**src/rtl/vga_timing_gen_pkg.sv**
```systemverilog
// Shared video-mode constants for the VGA raster generator.
// Holds the 640x480@72 Hz defaults, the packed bundle carried by the
// sync delay line, and a couple of small decode helpers.
package vga_timing_gen_pkg;

  localparam int unsigned VM_H_ACTIVE      = 640;
  localparam int unsigned VM_H_FP          = 24;
  localparam int unsigned VM_H_SYNC        = 40;
  localparam int unsigned VM_H_BP          = 128;
  localparam int unsigned VM_V_ACTIVE      = 480;
  localparam int unsigned VM_V_FP          = 9;
  localparam int unsigned VM_V_SYNC        = 3;
  localparam int unsigned VM_V_BP          = 28;
  localparam logic        VM_H_SYNC_POL    = 1'b0;
  localparam logic        VM_V_SYNC_POL    = 1'b0;
  localparam int unsigned VM_PIPE_DELAY    = 2;
  localparam int unsigned VM_X_COORD_WIDTH = 10;
  localparam int unsigned VM_Y_COORD_WIDTH = 10;

  // Bit order matches the delay-line slice {hsync, vsync, activevideo}.
  typedef struct packed {
    logic hsync;
    logic vsync;
    logic de;
  } vga_sync_t;

  // True when lo <= v < hi.
  function automatic logic in_span(input int unsigned v,
                                   input int unsigned lo,
                                   input int unsigned hi);
    return (v >= lo) && (v < hi);
  endfunction

  // Drive the asserted level while on, the opposite level otherwise.
  function automatic logic sync_level(input logic on, input logic pol);
    return on ? pol : ~pol;
  endfunction

endpackage

```
**src/rtl/vga_timing_gen_sync_delay.sv**
```systemverilog
// sync_delay: WIDTH x DEPTH shift register with asynchronous active-low
// reset; every stage resets to RST_VAL.
// Ports:
//   i_clk   - shift clock
//   i_rst_n - asynchronous active-low reset
//   i_d     - value entering stage 0
//   o_q     - value leaving the last stage (i_d delayed DEPTH clocks)
module sync_delay
  import vga_timing_gen_pkg::*;
#(
  parameter int unsigned      WIDTH   = 1,
  parameter int unsigned      DEPTH   = 1,
  parameter logic [WIDTH-1:0] RST_VAL = '0
) (
  input  logic             i_clk,
  input  logic             i_rst_n,
  input  logic [WIDTH-1:0] i_d,
  output logic [WIDTH-1:0] o_q
);

  logic [WIDTH-1:0] r_stage [DEPTH];

  always_ff @(posedge i_clk or negedge i_rst_n) begin
    if (!i_rst_n) begin
      for (int unsigned i = 0; i < DEPTH; i++) begin
        r_stage[i] <= RST_VAL;
      end
    end else begin
      r_stage[0] <= i_d;
      for (int unsigned i = 1; i < DEPTH; i++) begin
        r_stage[i] <= r_stage[i-1];
      end
    end
  end

  assign o_q = r_stage[DEPTH-1];

endmodule

```
**src/rtl/vga_timing_gen.sv**
```systemverilog
// vga_timing_gen: VGA raster timing from the pixel clock.
// Produces the pixel/line counters and activevideo for the renderer, plus
// hsync/vsync/de delayed by the renderer pipeline depth so the sync pins
// stay aligned with the pixel data at the board.
// Ports:
//   px_clk      - pixel clock
//   reset_n     - asynchronous active-low reset
//   x_px        - registered column counter, 0..H_TOTAL-1
//   y_px        - registered line counter, 0..V_TOTAL-1
//   activevideo - x_px/y_px inside the visible area (no delay)
//   hsync       - horizontal sync, PIPE_DELAY clocks late
//   vsync       - vertical sync, PIPE_DELAY clocks late
//   de          - activevideo, PIPE_DELAY clocks late
//   frame_tick  - one-clock pulse while the raster is at (0,0)
//   line_tick   - one-clock pulse while x_px is 0
// PIPE_DELAY must lie in 1..7.
module vga_timing_gen
  import vga_timing_gen_pkg::*;
#(
  parameter int unsigned H_ACTIVE      = VM_H_ACTIVE,
  parameter int unsigned H_FP          = VM_H_FP,
  parameter int unsigned H_SYNC        = VM_H_SYNC,
  parameter int unsigned H_BP          = VM_H_BP,
  parameter int unsigned V_ACTIVE      = VM_V_ACTIVE,
  parameter int unsigned V_FP          = VM_V_FP,
  parameter int unsigned V_SYNC        = VM_V_SYNC,
  parameter int unsigned V_BP          = VM_V_BP,
  parameter logic        H_SYNC_POL    = VM_H_SYNC_POL,
  parameter logic        V_SYNC_POL    = VM_V_SYNC_POL,
  parameter int unsigned PIPE_DELAY    = VM_PIPE_DELAY,
  parameter int unsigned X_COORD_WIDTH = VM_X_COORD_WIDTH,
  parameter int unsigned Y_COORD_WIDTH = VM_Y_COORD_WIDTH
) (
  input  logic                     px_clk,
  input  logic                     reset_n,
  output logic [X_COORD_WIDTH-1:0] x_px,
  output logic [Y_COORD_WIDTH-1:0] y_px,
  output logic                     activevideo,
  output logic                     hsync,
  output logic                     vsync,
  output logic                     de,
  output logic                     frame_tick,
  output logic                     line_tick
);

  localparam int unsigned H_TOTAL = H_ACTIVE + H_FP + H_SYNC + H_BP;
  localparam int unsigned V_TOTAL = V_ACTIVE + V_FP + V_SYNC + V_BP;
  localparam int unsigned HS_BEG  = H_ACTIVE + H_FP;
  localparam int unsigned VS_BEG  = V_ACTIVE + V_FP;

  localparam logic [2:0] SYNC_IDLE = {~H_SYNC_POL, ~V_SYNC_POL, 1'b0};

  logic [X_COORD_WIDTH-1:0] r_x;
  logic [Y_COORD_WIDTH-1:0] r_y;
  logic [X_COORD_WIDTH-1:0] w_x_next;
  logic [Y_COORD_WIDTH-1:0] w_y_next;
  logic                     w_x_wrap;
  logic                     w_active;
  logic                     r_line_tick;
  logic                     r_frame_tick;
  vga_sync_t                w_sync_raw;
  vga_sync_t                w_sync_dly;

  // ">=" rather than "==" so a corrupted count past the end still wraps.
  assign w_x_wrap = (32'(r_x) >= H_TOTAL - 1);

  always_comb begin
    w_x_next = w_x_wrap ? '0 : r_x + X_COORD_WIDTH'(1);
    w_y_next = r_y;
    if (32'(r_y) >= V_TOTAL) begin
      w_y_next = '0;
    end else if (w_x_wrap) begin
      w_y_next = (32'(r_y) == V_TOTAL - 1) ? '0 : r_y + Y_COORD_WIDTH'(1);
    end
  end

  always_ff @(posedge px_clk or negedge reset_n) begin
    if (!reset_n) begin
      r_x          <= '0;
      r_y          <= '0;
      // The first cycle after release is the origin, so the tick registers
      // come out of reset already set; the output mask below keeps them
      // quiet while reset is held.
      r_line_tick  <= 1'b1;
      r_frame_tick <= 1'b1;
    end else begin
      r_x          <= w_x_next;
      r_y          <= w_y_next;
      r_line_tick  <= (w_x_next == '0);
      r_frame_tick <= (w_x_next == '0) && (w_y_next == '0);
    end
  end

  assign w_active = (32'(r_x) < H_ACTIVE) && (32'(r_y) < V_ACTIVE);

  // vsync decodes only the line number, so it spans whole lines including
  // the horizontal blanking columns.
  assign w_sync_raw.hsync = sync_level(in_span(32'(r_x), HS_BEG, HS_BEG + H_SYNC),
                                       H_SYNC_POL);
  assign w_sync_raw.vsync = sync_level(in_span(32'(r_y), VS_BEG, VS_BEG + V_SYNC),
                                       V_SYNC_POL);
  assign w_sync_raw.de    = w_active;

  sync_delay #(
    .WIDTH   (3),
    .DEPTH   (PIPE_DELAY),
    .RST_VAL (SYNC_IDLE)
  ) u_sync_delay (
    .i_clk   (px_clk),
    .i_rst_n (reset_n),
    .i_d     (w_sync_raw),
    .o_q     (w_sync_dly)
  );

  assign x_px        = r_x;
  assign y_px        = r_y;
  assign activevideo = w_active;
  assign hsync       = w_sync_dly.hsync;
  assign vsync       = w_sync_dly.vsync;
  assign de          = w_sync_dly.de;
  assign line_tick   = r_line_tick & reset_n;
  assign frame_tick  = r_frame_tick & reset_n;

endmodule

```
**config.mk**
```make
export PLATFORM = sky130hd
export DESIGN_NAME = vga_timing_gen
export DESIGN_NICKNAME = d
export VERILOG_FILES = /design/src/rtl/vga_timing_gen_pkg.sv /design/src/rtl/vga_timing_gen_sync_delay.sv /design/src/rtl/vga_timing_gen.sv
export SDC_FILE = /design/constraint.sdc
export NUM_CORES = 1
export LEC_CHECK = 0
export CAP_MARGIN = 30
export CORE_AREA = 2 2 65 113
export CTS_CLUSTER_SIZE = 25
export DETAILED_ROUTE_END_ITERATION = 12
export DIE_AREA = 0 0 67 115
export PLACE_DENSITY = 0.53
export SLEW_MARGIN = 20
export SYNTH_ARGS = -nofsm -noshare
export SYNTH_HDL_FRONTEND = slang
export SYNTH_SLANG_ARGS = --single-unit
```
**constraint.sdc**
```tcl
create_clock -name px_clk -period 2 [get_ports px_clk]
set_input_delay 0.3 -clock px_clk [delete_from_list [all_inputs] [get_ports px_clk]]
set_output_delay 0.3 -clock px_clk [all_outputs]
set_load 0.03 [all_outputs]
```
Word level (Yosys, flattened, before mapping):

Index checks and enable logic that the tools add are counted.

* register bits: 28
* input port bits: 2
* logic and storage cells: 31

* equality and inequality tests: 1
* $lt $le $gt $ge: 8
* muxes and demuxes: 6
* add/subtract/negate cells: 2
* reductions and logical operators: 6
* bitwise operators: 2

Operator list (count)
* 2-to-1 mux 10 bit: 4
* >= comparator 10 bit (second input constant): 3
* adder 10 x 1 -> 10 bit (second input constant): 2
* zero test 10 bit: 2
* less-than comparator 10 bit (second input constant): 2
* less-than comparator 10 x 9 -> 1 bit (second input constant): 2
* == test 10 bit (second input constant): 1
* >= comparator 10 x 9 -> 1 bit (second input constant): 1
* logical AND 1 bit: 4
* AND 1 bit: 2
* 2-to-1 mux 1 bit: 2

Depth between registers and ports, before layout:

* depth after elaboration: 6
* mapped depth: 8
* gate-level depth less buffers: 7

Hierarchy:

Synthesis repeated with hierarchy kept, for this count alone.

* cell total of the unflattened synthesis: 183
* area, all modules: 1714.1 um^2

By module, submodules not included
* vga_timing_gen: cells each 174, instances 1, sequential area each 553.0 um^2, area an instance 1536.5 um^2
* sync_delay: cells each 9, instances 1, sequential area each 155.1 um^2, area an instance 177.7 um^2

Worst setup path after synthesis:

Ideal clock, no wire load.

* path kind: reg2reg
* from: register r_x[0] (netlist: x_px[0])
* to: register r_frame_tick
* path buffers: 1
* data arrival time: 2.111 ns
* data required time: 1.911 ns
* setup slack: -0.201 ns
* stages on the path, launching flop included: 9
* setup time: 0.089 ns
* cell sequence: dfrtp_1 > ha_1 > and3_1 > a21o_1 > buf_6 > mux2_4 > o221ai_2 > nand4_1 > nor4b_2

* cells in the longest elaborated chain, start to end: 5

RTL lines
* from (decl): line vga_timing_gen.sv:53 `logic [X_COORD_WIDTH-1:0] r_x;`
* from (signal assigned): line vga_timing_gen.sv:87 `r_x <= w_x_next;`
* >= comparator 10 bit: line vga_timing_gen.sv:65 `assign w_x_wrap = (32'(r_x) >= H_TOTAL - 1);`
* 2-to-1 mux 10 bit: line vga_timing_gen.sv:72 `end else if (w_x_wrap) begin`
* 2-to-1 mux 10 bit: line vga_timing_gen.sv:70 `if (32'(r_y) >= V_TOTAL) begin`
* zero test 10 bit: line vga_timing_gen.sv:90 `r_frame_tick <= (w_x_next == '0) && (w_y_next == '0);`
* logical AND 1 bit (*): line vga_timing_gen.sv:90
* to (signal assigned): line vga_timing_gen.sv:90
* to (decl): line vga_timing_gen.sv:60 `logic r_frame_tick;`

Mark *: on every way between the ends. The rest lies on a longest branch, timed or not.

Worst setup path after layout:

* from: register r_x[1] (netlist: x_px[1])
* to: register r_frame_tick

Same word-level chain as after synthesis.

==> qor.yml <==
sta:
  worstMarginPinSlew_ps: 363
  final-setup-viol-count: 0
  maxSlewHeadroom_pct: 75.8
  period_minus_slack_ps: 1920
  fin_hold_ws_ps: 275
  grt_setup_unrepaired: "yes"
  fmax_mhz: 521
  hold_viol_final: 0
  drv_slew: 0
  setup_tns_ps: 0
  skew_ps: 3.95
  fin_crit_sh_pct: 96.0
  fin_ws_ps: 79.1
run_status:
  outcome: "completed"
placed_design:
  dpl_worst_slack_ps: -12.2
  place_congestion: 0.913
  port_buffers: 27
  hpwl_um: 3730
setup_path:
  crit_family: "simple AND/OR/NAND/NOR gates"
  reg2reg_slack_ps: 80
  timing.rr.start: "x_px[1]"
  critPathLaunchType: "flip-flop"
  end_kind: "flip-flop"
  reg2reg_depth: 7
  cp.depth: 7
  r2r_end: "r_frame_tick"
  cpMaxStageDelayCell: "dfrtp_2"
  path_cells: "ha_4, and3_4, a21o_4, mux2_4, o221ai_2, nand4_1, nor4b_2"
  crit_type: "flip-flop to flip-flop"
  crit_required_ps: 2180
  crit_path_start: "x_px[1]"
  crit_buf_inv: 0
  crit_path_max_fanout: 9
  cp.arrival_ps: 2100
  worstSetupEndpoint: "r_frame_tick"
  cp_slowest_stage_delay_ps: 420
grt:
  grt_pass1_vias: 1558
  antenna_found_initial: 0
  grt_max_degree: 25
  grt_pass1_wl_um: 7490
  overflow: 0
  grt_usage_pct: 13.0
cts:
  cts_tree: "yes"
  cts_buffers: 3
  clockBufferDepth: 2
  cts_sinks: 28
  clockRootBuffer: "clkbuf_16"
  post-cts-setup-buffers: 0
  clk_pin_slew_worst_paths_ps: 70
  cts_hold_buf: 0
  htree_levels: 1
  clock_latency_ps: 260
power_and_ir_drop:
  p_switching_mw: 0.205
  intPower_mw: 0.876
  powerDensity_nw_per_um2: 472
  combPwrFrac_pct: 1.4
  p_clk_share_pct: 46.2
  seqPwrFrac_pct: 52.4
  p_total_mw: 1.08
  p_leak_nw: 0.971
  vdd_ir_drop_max_uv: 270
  switching_share_pct: 19.0
flow_run:
  cap_violations: 0
yosys:
  yosysWarningCount: 0
  synth_area_um2: 1660
  synth.area.top_cells: "dfrtp_1 33%, dfstp_2 9.5%, xnor2_1 5.3%, nor2_1 5.0%, ha_1 3.8%"
  synthCells: 182
  yosys.area.top_type_share_pct: 33.2
  ys_ff_latch: 28
  synth.avg_cell_area_um2: 9.12
  syn_nets: 189
  seq_area_frac_synth_pct: 42.7
  synth_edf_count: 0
  yosysTopAreaCell: "dfrtp_1"
  async_flop_share_pct: 100
  ys_types: 46
  yosys_most_used_dff: "dfrtp_1"
route:
  via_count: 1521
  dr.first_iter.drc_count: 78
  routed_wl_um: 4770
  wl_per_cell_um: 15.3
  antenna_left: 0
  drcViolationCount: 0
  dr.pass1.iters: 4
  via_per_inst: 4.89
floorplan:
  die_h_um: 115
  start_util_pct: 24.4
  die_area_um2: 7710
  io_pins: 28
  die_w_um: 67
  core_um2: 6810
  rows: 40
worst_hold_path:
  hold_class: "input pin to async pin"
layout:
  area_delta_synth_final_pct: 38.2
  fillers: 755
  finalNetCount: 235
  antenna_cells: 0
  drive_above_1_share_pct: 25.1
## kinds of logic (layout without fill, tap and decap cells)
| family | count (synthesis) | after routing | synth area share (%) |
|---|---|---|---|
| XOR/XNOR | 14 | 14 | 7.39 |
| buffers and inverters | 18 | 63 | 5.05 |
| AO/OA/AOI/OAI | 35 | 35 | 15.3 |
| adder cells (fa/ha/maj) | 5 | 5 | 3.77 |
| multiplexers | 1 | 1 | 0.905 |
| flip-flops | 28 | 28 | 42.7 |
| AND/OR/NAND/NOR | 81 | 81 | 24.9 |
## cell usage after synthesis (2+ instances only)
master and instances:
xnor2_1 10, ha_1 5, nand4_1 4, clkbuf_1 9, o21ai_0 5, a31oi_1 3
buf_6 2, a21oi_1 8, and2_1 6, nor2_1 22, xor2_1 4, and3_1 6
nor3_1 7, dfstp_2 6, o21a_1 2, nand2b_1 3, a31o_2 2, dfrtp_1 22
a21boi_0 2, nand3_1 8, o31ai_1 2, nor4_1 2, inv_1 5, nand2_1 15
## worst min-delay path by stage
| stage | start | end | slack (ps) | depth (start not counted) |
|---|---|---|---|---|
| 2_1_floorplan | reset_n | u_sync_delay.o_q[0] | 4 | 0 |
| 3_3_place_gp | u_sync_delay.r_stage[3] | u_sync_delay.o_q[0] | 340 | 0 |
| 3_5_place_dp | u_sync_delay.r_stage[3] | u_sync_delay.o_q[0] | 340 | 0 |
| 4_1_cts | reset_n | u_sync_delay.o_q[0] | 280 | 1 |
| 5_1_grt | reset_n | u_sync_delay.r_stage[3] | 290 | 1 |
| 6_report | reset_n | u_sync_delay.r_stage[3] | 270 | 1 |
## metrics by stage
step                util [%]  area, µm²  cells
floorplan                  -       1680    182
global placement        32.1       2190    307
detailed placement      32.1       2190    307
CTS                     33.5       2280    311
global route            33.7       2290    311
finish                  33.7       2290    311
## timing repair
item / in CTS / in global routing
gates resized for setup: 1 / 4
endpoints found under the setup margin: 1 / 1
pin swaps: 0 / 1
## sequential cells by signal (all words and copies together) (netlist names)
signal and count:
r_frame_tick 1, u_sync_delay.o_q 3, u_sync_delay.r_stage 3, x_px 10, y_px 10, r_line_tick 1
## layout by cell type, fill, tap and decap left out, drive strengths merged, types with 7 or more instances in the layout
cell type	n
a21oi	8
and2	7
buf	30
clkdlybuf4s50	24
dfrtp	22
nand2	15
nand3	8
nor2	22
nor3	7
xnor2	10
## worst reg2reg max path, cell delays in order (launching register included)
cell	delay [ps]
dfrtp_2	420
ha_4	180
and3_4	170
a21o_4	230
mux2_4	310
o221ai_2	140
nand4_1	120
nor4b_2	260
## area by class of cell
| class | instances | area, µm² | area share, % |
|---|---|---|---|
| multi-input cells | 136 | 898 | 39.2 |
| flip-flops and latches | 28 | 716 | 31.2 |
| repair buffers | 54 | 465 | 20.3 |
| well taps | 84 | 105 | 4.59 |
| clock buffers | 4 | 88.8 | 3.88 |
| inverters | 5 | 18.8 | 0.819 |
## power groups by stage
stage	sequential (mW)	clock [mW]	combinational (mW)
6_report	0.566	0.500	0.0150
5_1_grt	0.566	0.541	0.0180
4_1_cts	0.566	0.512	0.0161
3_5_place_dp	0.577	0	0.0161
3_3_place_gp	0.577	0	0.0161
2_1_floorplan	0.577	0	0.0000294
## routing by layer
metal | share of wire [%] | GRT usage, % | vias to the layer above
met4 | 5.7 | 8.57 | 0
li1 | - | - | 732
met5 | 0 | 0 | -
met2 | 56 | 23.8 | 40
met3 | 2.6 | 1.96 | 18
met1 | 36 | 13.1 | 731
No activity file was read; power rests on OpenSTA's default activity.
